## src/rtl/rv_core_pkg.sv

```systemverilog
// Shared core definitions: datapath width, register-file geometry and the
// writeback grant encoding used by the arbiter and its round-robin unit.
package rv_core_pkg;

   localparam int XLEN       = 32;
   localparam int REG_ADDR_W = 5;
   localparam int NUM_REGS   = 32;

   typedef enum logic {
      GRANT_ALU = 1'b0,
      GRANT_MEM = 1'b1
   } grant_e;

endpackage : rv_core_pkg

```

## src/rtl/rr_arbiter2.sv

```systemverilog
// Two-way round-robin grant between the ALU and load-unit writeback ports.
// Grants are combinational; the last-granted requester is remembered so the
// other one wins the next tie.
//
//   state      | meaning
//   GRANT_ALU  | ALU was granted last, MEM wins the next tie
//   GRANT_MEM  | MEM was granted last (reset value), ALU wins the next tie
module rr_arbiter2
   import rv_core_pkg::*;
(
   input  logic clk,
   input  logic rst,
   input  logic block_i,
   input  logic req_alu_i,
   input  logic req_mem_i,
   output logic gnt_alu_o,
   output logic gnt_mem_o
);

   grant_e last_grant_q;
   grant_e last_grant_d;

   // Grant selection; reset and flush suppress every grant.
   always_comb begin
      gnt_alu_o    = 1'b0;
      gnt_mem_o    = 1'b0;
      last_grant_d = last_grant_q;
      if (!rst && !block_i) begin
         if (req_alu_i && (!req_mem_i || last_grant_q == GRANT_MEM)) begin
            gnt_alu_o    = 1'b1;
            last_grant_d = GRANT_ALU;
         end else if (req_mem_i) begin
            gnt_mem_o    = 1'b1;
            last_grant_d = GRANT_MEM;
         end
      end
   end

   // Remember the winner of each transfer; hold otherwise.
   always_ff @(posedge clk) begin
      if (rst) begin
         last_grant_q <= GRANT_MEM;
      end else begin
         last_grant_q <= last_grant_d;
      end
   end

endmodule : rr_arbiter2

```

## src/rtl/writeback_arbiter.sv

```systemverilog
// Writeback arbiter: merges ALU and load-unit results into the single
// register-file write port, and tracks outstanding destination registers
// in a scoreboard used for source-operand hazard detection.
module writeback_arbiter
   import rv_core_pkg::*;
#(
   parameter int XLEN     = rv_core_pkg::XLEN,
   parameter int NUM_REGS = rv_core_pkg::NUM_REGS
) (
   input  logic                  clk,
   input  logic                  rst,
   input  logic                  issueValid,
   input  logic [REG_ADDR_W-1:0] issueRd,
   input  logic                  aluValid,
   input  logic [REG_ADDR_W-1:0] aluRd,
   input  logic [XLEN-1:0]       aluData,
   output logic                  aluReady,
   input  logic                  memValid,
   input  logic [REG_ADDR_W-1:0] memRd,
   input  logic [XLEN-1:0]       memData,
   output logic                  memReady,
   input  logic                  flush,
   output logic                  rfWriteEnable,
   output logic [REG_ADDR_W-1:0] rfWriteAddress,
   output logic [XLEN-1:0]       rfWriteData,
   input  logic [REG_ADDR_W-1:0] queryAddress1,
   input  logic [REG_ADDR_W-1:0] queryAddress2,
   output logic                  hazard1,
   output logic                  hazard2
);

   logic                  xfer;
   logic                  wr_en;
   logic [REG_ADDR_W-1:0] xfer_rd;
   logic [XLEN-1:0]       xfer_data;
   logic [NUM_REGS-1:0]   pending_q;
   logic [NUM_REGS-1:0]   pending_d;
   logic                  we_q;
   logic [REG_ADDR_W-1:0] waddr_q;
   logic [XLEN-1:0]       wdata_q;

   rr_arbiter2 u_rr (
      .clk       (clk),
      .rst       (rst),
      .block_i   (flush),
      .req_alu_i (aluValid),
      .req_mem_i (memValid),
      .gnt_alu_o (aluReady),
      .gnt_mem_o (memReady)
   );

   // Select the winning request; grants already imply the matching valid.
   always_comb begin
      xfer      = aluReady | memReady;
      xfer_rd   = aluReady ? aluRd   : memRd;
      xfer_data = aluReady ? aluData : memData;
      wr_en     = xfer && (xfer_rd != '0);
   end

   // Scoreboard next state: clear on writeback, then set on issue so a
   // same-cycle set wins; flush wipes everything. x0 never pends.
   always_comb begin
      pending_d = pending_q;
      if (wr_en) begin
         pending_d[xfer_rd] = 1'b0;
      end
      if (issueValid && issueRd != '0) begin
         pending_d[issueRd] = 1'b1;
      end
      if (flush) begin
         pending_d = '0;
      end
      pending_d[0] = 1'b0;
   end

   // Scoreboard and register-file write port registers.
   always_ff @(posedge clk) begin
      if (rst) begin
         pending_q <= '0;
         we_q      <= 1'b0;
         waddr_q   <= '0;
         wdata_q   <= '0;
      end else begin
         pending_q <= pending_d;
         we_q      <= wr_en;
         if (wr_en) begin
            waddr_q <= xfer_rd;
            wdata_q <= xfer_data;
         end
      end
   end

   assign rfWriteEnable  = we_q;
   assign rfWriteAddress = waddr_q;
   assign rfWriteData    = wdata_q;
   assign hazard1        = pending_q[queryAddress1];
   assign hazard2        = pending_q[queryAddress2];

endmodule : writeback_arbiter

```

## config.mk

```make
export PLATFORM = sky130hd
export DESIGN_NAME = writeback_arbiter
export DESIGN_NICKNAME = d
export VERILOG_FILES = /design/src/rtl/rv_core_pkg.sv /design/src/rtl/rr_arbiter2.sv /design/src/rtl/writeback_arbiter.sv
export SDC_FILE = /design/constraint.sdc
export NUM_CORES = 1
export LEC_CHECK = 0
export CAP_MARGIN = 10
export CORE_MARGIN = 5
export CORE_UTILIZATION = 30
export CTS_CLUSTER_DIAMETER = 100
export DETAILED_ROUTE_END_ITERATION = 12
export PLACE_DENSITY_LB_ADDON = 0.05
export REMOVE_ABC_BUFFERS = 1
export SYNTH_ARGS = -nofsm -noshare
export SYNTH_HDL_FRONTEND = slang
export SYNTH_SLANG_ARGS = --single-unit
```

## constraint.sdc

```tcl
create_clock -name clk -period 1.7 [get_ports clk]
set_input_delay 0.34 -clock clk [delete_from_list [all_inputs] [get_ports clk]]
set_output_delay 0.34 -clock clk [all_outputs]
set_load 0.01 [all_outputs]
```

Word-level counts from Yosys, hierarchy flattened
Cells that the tools add are included.
{"block": "totals", "regBits": 71, "elab_cells": 50}
{"block": "op_classes", "n_lt_le_gt_ge": 6, "muxes": 19, "bitwise": 4, "reduce_logical": 15}
{"cell": "32-bit 2-to-1 mux", "n": 3}
{"cell": "32-bit bitwise AND", "n": 1}
{"cell": "32-bit inverter", "n": 1}
{"cell": "32-bit bitwise OR", "n": 1}
{"cell": "5-bit by 6-bit < comparator with 1-bit output (second input constant)", "n": 4}
{"cell": "1-bit 2-to-1 mux", "n": 11}
{"cell": "1-bit binary-select mux with 5-bit select", "n": 2}
{"cell": "1-bit demux with 5-bit select", "n": 2}
{"cell": "5-bit by 1-bit greater-or-equal comparator with 1-bit output (second input constant)", "n": 2}
{"cell": "5-bit nonzero test", "n": 2}
{"cell": "1-bit logical AND", "n": 6}
{"cell": "5-bit 2-to-1 mux", "n": 1}
{"cell": "1-bit zero test", "n": 3}
{"cell": "2-bit AND reduction", "n": 1}
{"cell": "2-bit nonzero test", "n": 1}
{"cell": "2-bit OR reduction", "n": 1}
{"cell": "1-bit logical OR", "n": 1}
{"cell": "1-bit bitwise OR", "n": 1}

Depth between registers and ports, before layout
{"block": "depth", "word_depth": 15, "mapped_depth": 9}

By module
From an unflattened synthesis, not the netlist that was laid out.
{"block": "unflattened", "cells_unflattened": 430, "area_unflattened_um2": 3751.1}
{"module": "writeback_arbiter", "instances": 1, "cells_each": 420, "area_per_inst_um2": 3674.8, "seq_area_each_um2": 1381.3}
{"module": "rr_arbiter2", "instances": 1, "cells_each": 10, "area_per_inst_um2": 76.3, "seq_area_each_um2": 20.0}

Least setup slack after synthesis
OpenSTA, ideal clock, no wires.
{"block": "synth_path", "path_kind": "input to output", "start": "input port queryAddress1[1]", "end": "output port hazard1", "t_arrival_ns": 1.462, "required_ns": 1.360, "path_slack_ns": -0.102, "cell_stages": 6, "path_buffers": 1, "path_cell_list": "buf_2 -> mux4_2 -> nand2_1 -> nand2_1 -> a31oi_1 -> nand3_1"}
{"block": "synth_via", "elab_chain_cells": 2}
{"item": "from (decl)", "line_no": "writeback_arbiter.sv:26", "source": "input logic [REG_ADDR_W-1:0] queryAddress1,"}
{"item": "1-bit binary-select mux with 5-bit select", "line_no": "writeback_arbiter.sv:96", "source": "assign hazard1 = pending_q[queryAddress1];"}
{"item": "1-bit 2-to-1 mux (not written as such)", "line_no": "writeback_arbiter.sv:96"}
{"item": "to (decl)", "line_no": "writeback_arbiter.sv:28", "source": "output logic hazard1,"}
Every way passes these cells. The select of a mux whose other input is x is not followed.

Worst setup path in the final report
{"block": "layout_path", "start": "register pending_q[7]", "end": "output port hazard1"}
{"block": "layout_via", "elab_chain_cells": 2}
{"item": "from (decl)", "line_no": "writeback_arbiter.sv:36", "source": "logic [NUM_REGS-1:0] pending_q;"}
{"item": "from (signal assigned)", "line_no": "writeback_arbiter.sv:84", "source": "pending_q <= pending_d;"}
{"item": "1-bit binary-select mux with 5-bit select", "line_no": "writeback_arbiter.sv:96"}
{"item": "1-bit 2-to-1 mux (not written as such)", "line_no": "writeback_arbiter.sv:96"}
Every way passes these cells. The select of a mux whose other input is x is not followed.

==> impl_metrics.json <==
{
  "fin_hold_ws_ns": 0.4902,
  "grt-busiest-layer": "met2",
  "yosysTopAreaCell": "dfxtp_1",
  "sw_frac_of_total": 0.2632,
  "initialDrtViolationCount": 208,
  "layoutNonFillerInstCount": 827,
  "clk_latency_ns": 0.34,
  "crit_required_ns": 1.36,
  "period_needed_ns": 2.046,
  "pre_cts_ws_ns": -1.062,
  "grt_antenna_before_repair": 0,
  "ant_nets": 0,
  "p_total_mw": 4.524,
  "synth.distinct_cells": 38,
  "synth_top_area_share": 0.3585,
  "path_delay_family": "multiplexers",
  "arrival_ns": 1.71,
  "path_buf_inv": 1,
  "critical_path_class": "reg -> out",
  "initial_core_util": 0.3072,
  "grt_pass1_vias": 4297,
  "grt-ovfl-total": 0,
  "yosys_most_used_dff": "dfxtp_1",
  "maxCapViolations": 0,
  "finClkSkew_ns": 0.003815,
  "crit_path_start_kind": "register",
  "rows": 41,
  "wirelength_mm": 15.15,
  "violations": "negative setup slack",
  "die_h_um": 124.1,
  "grt_util_met3": 0.03906,
  "place_inst": 794,
  "final_util": 0.5342,
  "worst_slew_pin_slew_ns": 0.6270,
  "worstHoldStart": "rfWriteData[1]",
  "max_freq_mhz": 488.7,
  "worst_slack_ns": -0.3461,
  "place.gp.congestion": 0.8101,
  "r2r_start": "u_rr.last_grant_q",
  "synth_warnings": 0,
  "cp_slowest_cell": "mux4_2",
  "coreArea_um2": 12720,
  "grt_first_pass_wirelength_mm": 22.98,
  "end_kind": "output pin",
  "die_w_um": 124.1,
  "clockPowerShare": 0.370,
  "fin_crit_sh": 1.204,
  "synth_area_leaders": "dfxtp_1 (36%), nand2_1 (10%), a32o_1 (7.9%)",
  "slew_violations": 0,
  "cts_buffers": 9,
  "cts_root_buf": "clkbuf_16",
  "synth.avg_cell_area_um2": 8.686,
  "numClockSinks": 70,
  "outcome": "finished with violations",
  "via_per_inst": 5.214,
  "syn-cell-area_um2": 3909,
  "die_area_um2": 15410,
  "synthArstFlopShare": 0,
  "relSlewSlack": 0.5820,
  "num_vias": 4312,
  "grtUsageMet2": 0.3250,
  "p_switching_mw": 1.191,
  "hp-class": "reg -> reg",
  "rsz0062_at_grt": "true",
  "antenna_cells": 0,
  "drive_gt1_frac": 0.3023,
  "clk_pin_slew_ns": 0.06,
  "vdd_ir_drop_max_mv": 0.3693,
  "p_leak_nw": 2.615,
  "mostFrequentLayoutCell": "clkdlybuf4s50_1",
  "dp_hpwl_mm": 10.55,
  "synthToLayoutAreaGrowth_pct": 73.88,
  "use_met1": 0.2527,
  "grt_max_degree": 39,
  "ys_seq_elements": 70,
  "crit_chain": "mux4_2 -> nor2_1 -> nor4b_1 -> a31oi_1 -> nand3_1 -> buf_2",
  "max_stage_delay_ns": 0.47,
  "synth_cells": 450,
  "yosysSeqAreaShare": 0.3585,
  "htreeDepth": 3,
  "cp_max_fo": 3,
  "internal_power_mw": 3.333,
  "wl_per_cell_um": 18.32,
  "layout_common_cells": "clkdlybuf4s50_1 (115), nand2_1 (103), buf_4 (68)",
  "crit_start": "pending_q[7]",
  "io_pins": 137,
  "portBuffers": 136,
  "cts_tree": "yes",
  "drc_errors": 0,
  "first_pass_iters": 5,
  "p_seq_frac": 0.387,
  "postCtsHoldBufs": 0,
  "grt_util_all_layers": 0.1946,
  "synth_edf_count": 0,
  "powerDensity_nw_per_um2": 665.6,
  "setup_violations": 2,
  "clk_path_buf_depth": 2,
  "pwr-share-comb": 0.244,
  "hold_viol": 0,
  "nNetsFinal": 747
}
==> cell type report <==
cell class | instances | area [um^2]
inverter | 6 | 25.02
sequential | 70 | 1410
tap | 172 | 215.2
timing repair buffer | 226 | 2272
clock buffer | 12 | 246.5
clock inverter | 2 | 10.01
multi-input combinational | 339 | 2618
fill | 1204 | 5926
==> worst register-to-register path: stages (launching register included) <==
cell and delay (ns):
dfxtp_2 0.32, nand2b_4 0.16, nand3_4 0.12, inv_4 0.05
a211oi_4 0.30, buf_6 0.20, buf_12 0.16, nor2_2 0.05
a311oi_2 0.23
==> synthesized netlist by cell type (4+ instances only) <==
master / instances
nand2_1: 104
dfxtp_1: 70
nor2_1: 56
a32o_1: 31
a311oi_1: 26
mux2i_1: 21
clkbuf_1: 18
nand3_1: 13
mux4_2: 12
buf_2: 9
a211oi_1: 7
a311oi_2: 7
a31oi_1: 6
buf_6: 6
mux2_2: 6
nand2b_1: 6
nand3b_1: 6
inv_1: 5
nor3b_1: 5
nand4b_1: 4
nor3_1: 4
o21ai_0: 4
==> path summary, 6_finish.rpt <==
check / endpoint / slack [ns] / cells past startpoint
worst max register to register: rfWriteData[10] / 0.02 / 8
worst max-delay path: hazard1 / -0.35 / 6
worst min-delay path: rfWriteData[1] / 0.49 / 2
worst min register to register: rfWriteData[1] / 0.49 / 2
==> power groups by stage <==
stage | Sequential, mW | Clock (mW) | Combinational, mW
4_1_cts | 1.74 | 1.72 | 0.996
2_1_floorplan | 1.80 | 0 | 0.297
3_5_place_dp | 1.78 | 0 | 0.928
5_1_grt | 1.76 | 1.79 | 1.18
6_report | 1.75 | 1.67 | 1.10
3_3_place_gp | 1.77 | 0 | 0.919
==> cells by family after synthesis <==
group	share of synthesized area
buffers and inverters	0.05409
muxes	0.1402
DFF	0.3585
and+or+nand+nor	0.2417
AOI/OAI and AO/OA	0.2055
==> state kept, by name, indices dropped and copies added (netlist names) <==
signal / cells
pending_q: 31
rfWriteAddress: 5
rfWriteData: 32
rfWriteEnable: 1
u_rr.last_grant_q: 1
==> routing by layer <==
| metal | part of all wire | vias to the layer above |
|---|---|---|
| met5 | 0 | - |
| met4 | 0.015 | 0 |
| met3 | 0.052 | 19 |
| met2 | 0.49 | 120 |
| met1 | 0.44 | 2089 |
| li1 | - | 2084 |
==> through the flow <==
stage	setup TNS, ns	instance area [um^2]
after floorplan	-123.62	3720
after global placement	-36.28	5857
after detailed placement	-36.85	5857
after CTS	-0.7060	6352
after global routing	-1.325	6797
final	-0.6768	6797
==> what timing repair did <==
action | in CTS | in global routing
setup endpoints to repair | 73 | 58
setup buffers | 8 | 3
pin swaps | 12 | 50
resized for setup | 63 | 68
cloned | 3 | 6
(Power assumes the default switching activity.)
